**src/rtl/alu_pkg.sv**
```systemverilog
// Shared op codes and FSM state encoding for the sequential ALU.
package alu_pkg;

    localparam logic [2:0] ALU_ADD = 3'd0;
    localparam logic [2:0] ALU_SUB = 3'd1;
    localparam logic [2:0] ALU_AND = 3'd2;
    localparam logic [2:0] ALU_XOR = 3'd3;
    localparam logic [2:0] ALU_OR  = 3'd4;
    localparam logic [2:0] ALU_SLT = 3'd5;
    localparam logic [2:0] ALU_SLL = 3'd6;
    localparam logic [2:0] ALU_MUL = 3'd7;

    typedef enum logic {
        ST_IDLE = 1'b0,
        ST_MUL  = 1'b1
    } state_e;

endpackage

```
**src/rtl/alu_mul_iter.sv**
```systemverilog
// Iterative shift-add multiplier: one multiplier bit per cycle, WIDTH cycles per product.
// Only the low WIDTH bits are kept, which equal the low bits of the signed product.
module alu_mul_iter
    import alu_pkg::*;
#(
    parameter int unsigned WIDTH = 32
) (
    input  logic             clk,
    input  logic             rst_n,
    input  logic             start,
    input  logic [WIDTH-1:0] a,
    input  logic [WIDTH-1:0] b,
    output logic             done,
    output logic [WIDTH-1:0] product
);

    localparam int unsigned SHW = $clog2(WIDTH);

    logic [WIDTH-1:0] mcand_q, mcand_d;
    logic [WIDTH-1:0] mult_q, mult_d;
    logic [WIDTH-1:0] acc_q, acc_d;
    logic [WIDTH-1:0] acc_step;
    logic [SHW:0]     cnt_q, cnt_d;

    // Next accumulator value and shift-register/counter updates.
    always_comb begin
        acc_step = mult_q[0] ? (acc_q + mcand_q) : acc_q;
        mcand_d  = mcand_q;
        mult_d   = mult_q;
        acc_d    = acc_q;
        cnt_d    = cnt_q;
        if (start) begin
            mcand_d = a;
            mult_d  = b;
            acc_d   = '0;
            cnt_d   = (SHW + 1)'(WIDTH);
        end else if (cnt_q != '0) begin
            acc_d   = acc_step;
            mcand_d = mcand_q << 1;
            mult_d  = mult_q >> 1;
            cnt_d   = cnt_q - 1'b1;
        end
    end

    // The last iteration's sum is presented combinationally so the top can register it.
    assign done    = (cnt_q == (SHW + 1)'(1));
    assign product = acc_step;

    // Iteration state; reset aborts any product in flight.
    always_ff @(posedge clk or negedge rst_n) begin
        if (!rst_n) begin
            mcand_q <= '0;
            mult_q  <= '0;
            acc_q   <= '0;
            cnt_q   <= '0;
        end else begin
            mcand_q <= mcand_d;
            mult_q  <= mult_d;
            acc_q   <= acc_d;
            cnt_q   <= cnt_d;
        end
    end

endmodule

```
**src/rtl/alu_seq.sv**
```systemverilog
// Handshaked EX-stage ALU: single-cycle ops plus an optional iterative multiply.
module alu_seq
    import alu_pkg::*;
#(
    parameter int unsigned WIDTH  = 32,
    parameter bit          MUL_EN = 1'b1,
    parameter int unsigned SHW    = $clog2(WIDTH)
) (
    input  logic             clk,
    input  logic             rst_n,
    input  logic             in_valid,
    output logic             in_ready,
    input  logic [WIDTH-1:0] alu_ip_1,
    input  logic [WIDTH-1:0] alu_ip_2,
    input  logic [2:0]       alu_op,
    input  logic             beq_inst,
    output logic             out_valid,
    input  logic             out_ready,
    output logic [WIDTH-1:0] alu_out,
    output logic             zero,
    output logic             overflow,
    output logic             beq_taken,
    output logic             busy
);

    state_e           state_q, state_d;
    logic             out_valid_q, out_valid_d;
    logic [WIDTH-1:0] alu_out_q, alu_out_d;
    logic             zero_q, zero_d;
    logic             overflow_q, overflow_d;
    logic             beq_taken_q, beq_taken_d;
    logic             beq_q, beq_d;

    logic             accept, is_mul, mul_done;
    logic [WIDTH-1:0] mul_product;
    logic [WIDTH-1:0] b_eff, add_res, res;
    logic             add_ov, res_ov;

    assign in_ready = rst_n && (state_q == ST_IDLE) && (!out_valid_q || out_ready);
    assign accept   = in_valid && in_ready;
    assign is_mul   = MUL_EN && (alu_op == ALU_MUL);

    alu_mul_iter #(
        .WIDTH (WIDTH)
    ) u_mul (
        .clk     (clk),
        .rst_n   (rst_n),
        .start   (accept && is_mul),
        .a       (alu_ip_1),
        .b       (alu_ip_2),
        .done    (mul_done),
        .product (mul_product)
    );

    // Single-cycle datapath; SUB reuses the adder with a negated B.
    always_comb begin
        b_eff   = (alu_op == ALU_SUB) ? -alu_ip_2 : alu_ip_2;
        add_res = alu_ip_1 + b_eff;
        add_ov  = (alu_ip_1[WIDTH-1] == b_eff[WIDTH-1]) &&
                  (add_res[WIDTH-1] != alu_ip_1[WIDTH-1]);
        res     = '0;
        res_ov  = 1'b0;
        unique case (alu_op)
            ALU_ADD, ALU_SUB: begin
                res    = add_res;
                res_ov = add_ov;
            end
            ALU_AND: res = alu_ip_1 & alu_ip_2;
            ALU_XOR: res = alu_ip_1 ^ alu_ip_2;
            ALU_OR:  res = alu_ip_1 | alu_ip_2;
            ALU_SLT: res = {{(WIDTH - 1){1'b0}}, ($signed(alu_ip_1) < $signed(alu_ip_2))};
            ALU_SLL: res = alu_ip_1 << alu_ip_2[SHW-1:0];
            ALU_MUL: res = '0;  // illegal when the multiplier is not built
            default: res = '0;
        endcase
    end

    // Next state and output register: accept beats completion beats drain.
    always_comb begin
        state_d     = state_q;
        out_valid_d = out_valid_q;
        alu_out_d   = alu_out_q;
        zero_d      = zero_q;
        overflow_d  = overflow_q;
        beq_taken_d = beq_taken_q;
        beq_d       = beq_q;
        if (accept) begin
            beq_d = beq_inst;
            if (is_mul) begin
                state_d     = ST_MUL;
                out_valid_d = 1'b0;
            end else begin
                alu_out_d   = res;
                zero_d      = (res == '0);
                overflow_d  = res_ov;
                beq_taken_d = beq_inst && (res == '0);
                out_valid_d = 1'b1;
            end
        end else if ((state_q == ST_MUL) && mul_done) begin
            state_d     = ST_IDLE;
            alu_out_d   = mul_product;
            zero_d      = (mul_product == '0);
            overflow_d  = 1'b0;
            beq_taken_d = beq_q && (mul_product == '0);
            out_valid_d = 1'b1;
        end else if (out_valid_q && out_ready) begin
            out_valid_d = 1'b0;
        end
    end

    // State and output registers.
    always_ff @(posedge clk or negedge rst_n) begin
        if (!rst_n) begin
            state_q     <= ST_IDLE;
            out_valid_q <= 1'b0;
            alu_out_q   <= '0;
            zero_q      <= 1'b0;
            overflow_q  <= 1'b0;
            beq_taken_q <= 1'b0;
            beq_q       <= 1'b0;
        end else begin
            state_q     <= state_d;
            out_valid_q <= out_valid_d;
            alu_out_q   <= alu_out_d;
            zero_q      <= zero_d;
            overflow_q  <= overflow_d;
            beq_taken_q <= beq_taken_d;
            beq_q       <= beq_d;
        end
    end

    assign out_valid = out_valid_q;
    assign alu_out   = alu_out_q;
    assign zero      = zero_q;
    assign overflow  = overflow_q;
    assign beq_taken = beq_taken_q;
    assign busy      = (state_q == ST_MUL);

endmodule

```
**config.mk**
```make
export PLATFORM = sky130hd
export DESIGN_NAME = alu_seq
export DESIGN_NICKNAME = d
export VERILOG_FILES = /design/src/rtl/alu_pkg.sv /design/src/rtl/alu_mul_iter.sv /design/src/rtl/alu_seq.sv
export SDC_FILE = /design/constraint.sdc
export NUM_CORES = 1
export LEC_CHECK = 0
export CAP_MARGIN = 20
export CORE_ASPECT_RATIO = 0.6
export CORE_MARGIN = 2
export CORE_UTILIZATION = 58
export DETAILED_ROUTE_END_ITERATION = 12
export PLACE_DENSITY = 0.78
export SLEW_MARGIN = 0
export SYNTH_ARGS = -nofsm -noshare
export SYNTH_HDL_FRONTEND = slang
export SYNTH_SLANG_ARGS = --single-unit
```
**constraint.sdc**
```tcl
create_clock -name clk -period 6.6 [get_ports clk]
set_input_delay 0.66 -clock clk [delete_from_list [all_inputs] [get_ports clk]]
set_output_delay 0.66 -clock clk [all_outputs]
set_load 0.05 [all_outputs]
```
==> Word level (Yosys, flattened, before mapping) <==
Cells that the tools add are included.
{ "word_totals": {"ff_bits": 140, "latch_bits": 0, "ram_bits": 0, "mem_bits_ro": 0, "input_bits": 72, "out_inout_bits": 38, "wordCells": 84, "n_memories": 0} }
{ "classes": {"n_addsub": 4, "multipliers": 0, "div": 0, "magnitude_cmp": 1, "n_eq_ne": 12, "shift": 1, "muxes": 30, "n_bitwise": 4, "n_reduce_logical": 21} }
{ "ops": {"columns": ["cell", "n"], "rows": [
  ["32-bit 2-to-1 mux", 11],
  ["32-bit one-hot mux with 7 select lines", 1],
  ["32-bit adder", 2],
  ["32-bit logical NOT", 2],
  ["32-bit bitwise AND", 1],
  ["32-bit < comparator", 1],
  ["32-bit negator", 1],
  ["32-bit OR", 1],
  ["32-bit by 5-bit left shift with 32-bit output", 1],
  ["32-bit bitwise XOR", 1],
  ["1-bit 2-to-1 mux", 16],
  ["3-bit equality test (second input constant)", 4],
  ["6-bit 2-to-1 mux", 2],
  ["1-bit logical AND", 9],
  ["3-bit by 2-bit equality test with 1-bit output (second input constant)", 2],
  ["6-bit by 1-bit equality test with 1-bit output (second input constant)", 1],
  ["6-bit nonzero test", 1],
  ["6-bit by 1-bit subtractor with 6-bit output (second input constant)", 1],
  ["2-bit AND reduction", 2],
  ["2-bit nonzero test", 2],
  ["3-bit by 1-bit equality test with 1-bit output (second input constant)", 1],
  ["3-bit logical NOT", 1],
  ["3-bit nonzero test", 1],
  ["2-bit by 1-bit inequality test with 1-bit output (second input constant)", 1],
  ["7 further kinds", 7]
]} }

==> Logic depth before layout (Yosys ltp) <==
Gate-level depths: netlist of the first run.
{ "logic_depth": {"word_depth": 8, "mapped_depth": 27, "mapped_depth_nobuf": 21} }

==> By module <==
From an unflattened synthesis of the first run, not the netlist that was laid out.
{ "hier_totals": {"cells_unflattened": 1863, "area_unflattened_um2": 15615.0} }
{ "modules_own_cells": {"columns": ["mod", "n_inst", "cells_each", "area_per_inst_um2", "seq_area_each_um2"], "rows": [
  ["alu_seq", 1, 1143, 9049.9, 950.9],
  ["alu_mul_iter", 1, 720, 6565.0, 2552.4]
]} }

==> Worst setup path after synthesis of the first run <==
OpenSTA, ideal clock, no wires.
{ "synth_timing": {"path_type": "input-to-reg", "from": "in alu_op[0]", "to": "reg zero_q (netlist: zero)", "setup_time_ps": 87, "arrival_ps": 6130, "required_ps": 6513, "path_slack_ps": 384, "cell_stages": 21, "n_path_buf": 7, "path_cell_list": "buf_2 buf_2 buf_2 buf_2 buf_2 buf_2 nand2_1 clkbuf_1 a21oi_1 xnor2_1 ha_1 and2_1 a221oi_2 a21oi_1 o21ai_0 or3b_1 or4_1 or4_1 or4_1 or4_1 o211ai_1"} }
{ "synth_between": {"elab_chain_len": 7, "word_cells_on_any_way": 17, "classes_between": "add/sub: 1; eq/ne: 8; mux: 4; reduce/logical: 4"} }
{ "synth_rtl": {"columns": ["element", "line_no", "rtl"], "rows": [
  ["start: declaration", "alu_seq.sv:15", "input logic [2:0] alu_op,"],
  ["3-bit by 1-bit equality test with 1-bit output", "alu_seq.sv:57, alu_seq.sv:63", null],
  ["32-bit 2-to-1 mux", "alu_seq.sv:57", "b_eff = (alu_op == ALU_SUB) ? -alu_ip_2 : alu_ip_2;"],
  ["32-bit adder", "alu_seq.sv:58", "add_res = alu_ip_1 + b_eff;"],
  ["32-bit one-hot mux with 7 select lines", "alu_seq.sv:63", "unique case (alu_op)"],
  ["32-bit logical NOT", "alu_seq.sv:94", "zero_d = (res == '0);"],
  ["1-bit 2-to-1 mux", "alu_seq.sv:89", "if (is_mul) begin"],
  ["1-bit 2-to-1 mux", "alu_seq.sv:87", "if (accept) begin"],
  ["end signal: assignment", "alu_seq.sv:125", "zero_q <= zero_d;"],
  ["end: declaration", "alu_seq.sv:29", "logic zero_q, zero_d;"]
]} }
Several ways; a longest one is shown, not always the timed one. The select of a mux whose other input is x is not followed.
A chain may end at the register's enable or synchronous reset.

==> Worst setup path after layout of the first run <==
{ "layout_timing": {"from": "in alu_ip_2[6]", "to": "reg zero_q (netlist: zero)"} }
{ "layout_between": {"elab_chain_len": 7, "word_cells_on_any_way": 11, "classes_between": "add/sub: 2; order compare: 1; mux: 4; bitwise: 3; reduce/logical: 1"} }
{ "layout_rtl": {"columns": ["element", "line_no", "rtl"], "rows": [
  ["start: declaration", "alu_seq.sv:14", "input logic [WIDTH-1:0] alu_ip_2,"],
  ["32-bit negator", "alu_seq.sv:57", null],
  ["32-bit 2-to-1 mux", "alu_seq.sv:57", null],
  ["32-bit adder", "alu_seq.sv:58", null],
  ["32-bit one-hot mux with 7 select lines (*)", "alu_seq.sv:63", null],
  ["32-bit logical NOT (*)", "alu_seq.sv:94", null],
  ["1-bit 2-to-1 mux (*)", "alu_seq.sv:89", null],
  ["1-bit 2-to-1 mux (*)", "alu_seq.sv:87", null]
]} }
Mark *: on every way between the ends. The rest lies on a longest branch, timed or not. The select of a mux whose other input is x is not followed.

==> results of run 1 <==
-- metrics by stage --
| stage | util | instances |
|---|---|---|
| global route | 0.663 | 2569 |
| CTS | 0.663 | 2569 |
| finish | 0.663 | 2573 |
| global placement | 0.639 | 2537 |
| floorplan | - | 2144 |
| detailed placement | 0.639 | 2537 |
-- Yosys cell counts, drive strengths merged, types with 16 or more instances --
library cell	count	area [sq um]
o21a	23	173
o211ai	23	183
inv	97	364
a31oi	91	569
clkbuf	103	387
and3	17	106
nor3	46	230
nor2	231	867
nand2	307	1150
and2	16	100
nand4	26	163
xnor2	47	412
mux2i	88	881
buf	34	164
a211oi	54	405
nand2b	22	138
o22ai	39	244
or4	16	120
a21o	18	135
o21ai	97	485
ha	166	2080
a21oi	163	816
dfrtp	140	3500
nand3	39	195
mux2	19	218
-- area by class of cell --
class	count	area [sq um]
Timing Repair Buffer	163	1490
Tap cell	367	459
Sequential cell	140	3500
Antenna cell	4	10.0
Multi-Input combinational cell	1767	11700
Fill cell	2363	9240
Clock inverter	15	230
Clock buffer	17	425
Inverter	100	375
-- how the worst max path moves through the flow --
stage	end	cells past startpoint	slack, ps
2_1_floorplan	zero	21	380
3_3_place_gp	zero	18	370
3_5_place_dp	zero	18	240
4_1_cts	zero	18	690
5_1_grt	zero	19	220
6_report	zero	18	310
-- worst reg2reg max path: cells and delay by family, from the launching register on --
family                     cells  cell delay (ps)
AOI/OAI and AO/OA              7             2610
adders and majority gates      2              680
DFF                            1              430
and+or+nand+nor                3              700
-- cell families after synthesis --
logic type	Yosys count	synth area share
and+or+nand+nor	803	0.229
AOI/OAI and AO/OA	617	0.247
buffers and inverters	237	0.0574
adders and majority gates	168	0.131
DFF	140	0.217
muxes	121	0.0876
xor gates and xnor gates	58	0.0315
-- sequential cells by signal, indices dropped and copies added (netlist names) --
| signal | count |
|---|---|
| alu_out | 32 |
| beq_taken | 1 |
| out_valid | 1 |
| u_mul.cnt_q | 6 |
| u_mul.mult_q | 32 |
| beq_q | 1 |
| overflow | 1 |
| u_mul.acc_q | 32 |
| u_mul.mcand_q | 32 |
| zero | 1 |
| busy | 1 |
-- per-layer routing --
layer  share of wire  track usage  vias up
li1                -            -     7896
met1            0.43        0.664     8679
met2            0.37        0.583     1383
met3            0.18        0.228      168
met4           0.029        0.127        2
met5         0.00015            0        -
-- power breakdown --
group          total (W)  internal, W  switching, W  leakage, nW
Sequential       0.00159      0.00123      0.000355         1.76
Combinational    0.00434      0.00148       0.00286         5.92
Clock            0.00110     0.000649      0.000452        0.318
Total            0.00703      0.00336       0.00367         8.00
==> flow_summary.ini, run 1 <==
[drt]
drt_iter0_markers = 2595
postRouteAntennaNets = 0
drc = 0
routedWlPerCell_um = 26.2
vias_per_cell = 7.05
num_vias = 18100
wl_um = 67300
dr.pass1.iters = 6

[setup_path]
cp_top_family = simple AND/OR/NAND/NOR gates
endpoint_kind = flip-flop
crit_chain = clkdlybuf4s50_1, or4_1, nor4_1, nand2_1, nor2_1, and2_1, a21oi_1, xnor2_1, ha_1, nand4_1, nor3_1, o211ai_1, a211o_1, nand2_1, o2111ai_1, or4_1, or4_1, o211ai_1
cpMaxStageDelayCell = or4_1
cp_data_required_time_ps = 6970
critPathKind = primary input to flip-flop
rr_startpoint = u_mul.mcand_q[0]
cpPeakStageDelay_ps = 680
crit_arrival_ps = 6660
startpoint = alu_ip_2[6]
r2r_cells = 12
startpoint_type = primary input
rrSetupSlack_ps = 2100
critPathBufInv = 1
cpMostUsedCell = or4_1
path_max_fanout = 6
reg2reg_to = zero

[global_route]
grt_pass1_wl_um = 100000
grtUsageTotal = 0.457
grt_max_degree = 79
antenna_found_initial = 5
grt_pass1_vias = 16200
grt-ovfl-total = 0

[sta]
setup_viol = 0
tns_ps = 0
min_period_ps = 6290
maxSlewViolCount = 0
finalHoldWorstSlack_ps = 64.0
max_freq_ghz = 0.159
finalHoldViolations = 0
fin_skew_ps = 13.1
fin_ws_ps = 311
relSlewSlack = 0.231
rsz0062_at_grt = no
finalCritPeriodShare = 0.953
worst_pin_slew_ps = 1150

[place]
gp_congestion = 1.10
dpl_worst_slack_ps = 236
place_area_sq_um = 17600
hpwl_um = 52000
io_buffers = 109

[power_and_ir_drop]
finalPower_w = 0.00703
irDropWorstVdd_v = 0.000390
p_leak_nw = 8.00
power_density_nw_per_um2 = 386

[floorplan]
die_area_sq_um = 29200
initial_core_util = 0.588
io_pins = 110
die_w_um = 219
core_area_sq_um = 27500
rows = 47
die_h_um = 133

[finish]
drive_gt1_frac = 0.0672
final_cell_mix = nand2_1, nor2_1, ha_1, a21oi_1, dfrtp_1
syn2layout_area_growth_pct = 12.9
final_design_area_no_fill_sq_um = 18200
final_nets = 2429
layout_commonest_cell = nand2_1

[outcome]
status = complete, no violations

[clock_tree]
clock_latency_ps = 450
clk_pin_slew_worst_paths_ps = 70
postCtsSetupBuffers = 0
cts.htree.levels = 4
clockRootBuffer = clkbuf_16
hold_buffers = 0
cts.sinks = 140
cts_tree = built
cts_buffers = 17
post_cts_resized = 0
clock_path_buffers = 2

[synthesis]
ys_ff_latch = 140
syn_inst = 2144
syn_nets = 2384
synth_area_per_cell_sq_um = 7.53
synth_warnings = 0
seq_area_frac_synth = 0.217
ys.flop_type = dfrtp_1
yosysUniqueCellTypes = 85
syn-cell-area_sq_um = 16100
synth_edf_count = 0
synthArstFlopShare = 1.00

[min_path]
hold_path.class = primary input to asynchronous set/reset pin

[flow_run]
maxCapViolCount = 0
Power figures use the tool's default switching activity.
==> inputs of run 2 (changes only) <==
CAP_MARGIN = 0   (was 20)
CELL_PAD_IN_SITES_DETAIL_PLACEMENT = 0   (was unset)
CELL_PAD_IN_SITES_GLOBAL_PLACEMENT = 2   (was unset)
CORE_UTILIZATION = 39   (was 58)
PLACE_DENSITY = 0.87   (was 0.78)
clock period = 8.1 ns   (was 6.6 ns; I/O delays follow)
==> flow_summary.ini, run 2 (same netlist as run 1, synthesis figures left out) <==
[setup_path]
startpoint_type = primary input
cpMostUsedCell = or4_1
reg2reg_to = beq_taken
critPathKind = primary input to flip-flop
endpoint_kind = flip-flop
cpMaxStageDelayCell = or4_1
cp_data_required_time_ps = 8460
crit_arrival_ps = 6790
path_max_fanout = 19
cpPeakStageDelay_ps = 620
crit_chain = clkdlybuf4s50_1, inv_2, buf_4, ha_1, nor2b_1, a21oi_1, xnor2_1, ha_1, and2_1, a221oi_2, a21oi_1, o21ai_0, or3b_1, or4_1, or4_1, or4_1, or4_1, o211ai_1
rr_startpoint = u_mul.mcand_q[0]
r2r_cells = 12
rrSetupSlack_ps = 3440

[finish]
drive_gt1_frac = 0.0547
antennaDiodeCount = 0
final_core_util = 0.446
layout_commonest_cell = nand2_1
final_nets = 2402
syn2layout_area_growth_pct = 12.3
final_cell_mix = nand2_1, nor2_1, ha_1, a21oi_1, dfrtp_1
fillers = 4153
final_design_area_no_fill_sq_um = 18100

[sta]
rsz0062_at_grt = no
maxSlewViolCount = 0
max_freq_ghz = 0.156
fin_skew_ps = 16.2
relSlewSlack = 0.191
finalCritPeriodShare = 0.794
finalHoldViolations = 0
worst_pin_slew_ps = 1210
setup_viol = 0
min_period_ps = 6430
tns_ps = 0

[drt]
vias_per_cell = 6.18
dr.pass1.iters = 5
postRouteAntennaNets = 0
drc = 0
routedWlPerCell_um = 25.3
wl_um = 68400
num_vias = 16700
drt_iter0_markers = 1832

[clock_tree]
clockRootBuffer = clkbuf_16
clock_path_buffers = 2
postCtsSetupBuffers = 0
post_cts_resized = 0
clk_pin_slew_worst_paths_ps = 70
cts_buffers = 17
clock_latency_ps = 450
cts.htree.levels = 4
cts_tree = built
hold_buffers = 0
cts.sinks = 140

[floorplan]
core_area_sq_um = 40700
die_w_um = 267
initial_core_util = 0.397
rows = 57
die_area_sq_um = 43100
die_h_um = 162
io_pins = 110

[power_and_ir_drop]
power_density_nw_per_um2 = 303
p_leak_nw = 7.82
irDropWorstVdd_v = 0.000209

[outcome]
status = complete, no violations

[place]
io_buffers = 109
place_area_sq_um = 17600
hpwl_um = 52900
gp_congestion = 1.04

[global_route]
antenna_found_initial = 6
grt_pass1_vias = 15500
grt_max_degree = 79
grt-ovfl-total = 0
grtUsageTotal = 0.315
grt_pass1_wl_um = 102000

[flow_run]
maxCapViolCount = 0

[min_path]
hold_path.class = primary input to asynchronous set/reset pin
==> run 2: layer usage <==
| layer | GRT usage | routed length (um) | up-vias |
|---|---|---|---|
| met4 | 0.0559 | 885 | 0 |
| met3 | 0.0674 | 5890 | 60 |
| met1 | 0.509 | 35300 | 8149 |
| li1 | - | - | 7840 |
| met2 | 0.421 | 26300 | 669 |
| met5 | 0 | 0 | - |
==> run 2: cell type report <==
class,instances,area [sq um],area share
multi-input cells,1767,11700,0.647
flip-flops and latches,140,3500,0.193
repair buffers,136,1280,0.0709
well taps,531,664,0.0367
clock buffers,20,447,0.0247
inverters,100,375,0.0207
clock inverters,12,114,0.00628
==> run 2: where the power goes <==
group	switching, W	internal, W	total (W)	leakage, nW
Clock	0.000379	0.000435	0.000813	0.269
Sequential	0.000260	0.00100	0.00126	1.76
Combinational	0.00223	0.00119	0.00342	5.80
Total	0.00286	0.00263	0.00549	7.82
==> run 2: how the worst max path moves through the flow <==
stage,end,startpoint,slack (ps),depth (start not counted)
after detailed placement,zero,alu_ip_2[1],1350,18
after CTS,zero,alu_ip_2[1],1810,18
final,zero,alu_ip_2[1],1670,18
after global routing,zero,alu_ip_2[4],1400,21
after global placement,zero,alu_ip_2[4],1440,21
after floorplan,zero,alu_op[0],1730,21
==> run 2: stage by stage <==
step | hold slack, ps | total power (W) | worst slack (ps) | std cells
after floorplan | 445 | 0.00354 | 1730 | 2144
after global routing | 448 | 0.00587 | 1400 | 2706
after detailed placement | 469 | 0.00461 | 1350 | 2674
final | 378 | 0.00549 | 1670 | 2706
after global placement | 455 | 0.00458 | 1440 | 2674
after CTS | 440 | 0.00545 | 1810 | 2706
==> run 2: worst max-delay path, delay by kind of cell <==
kind	cells	cell delay, ps
AO/OA/AOI/OAI	5	1350
XOR/XNOR	1	170
adder cells (fa/ha/maj)	2	580
buffers and inverters	3	820
AND/OR/NAND/NOR	7	3080
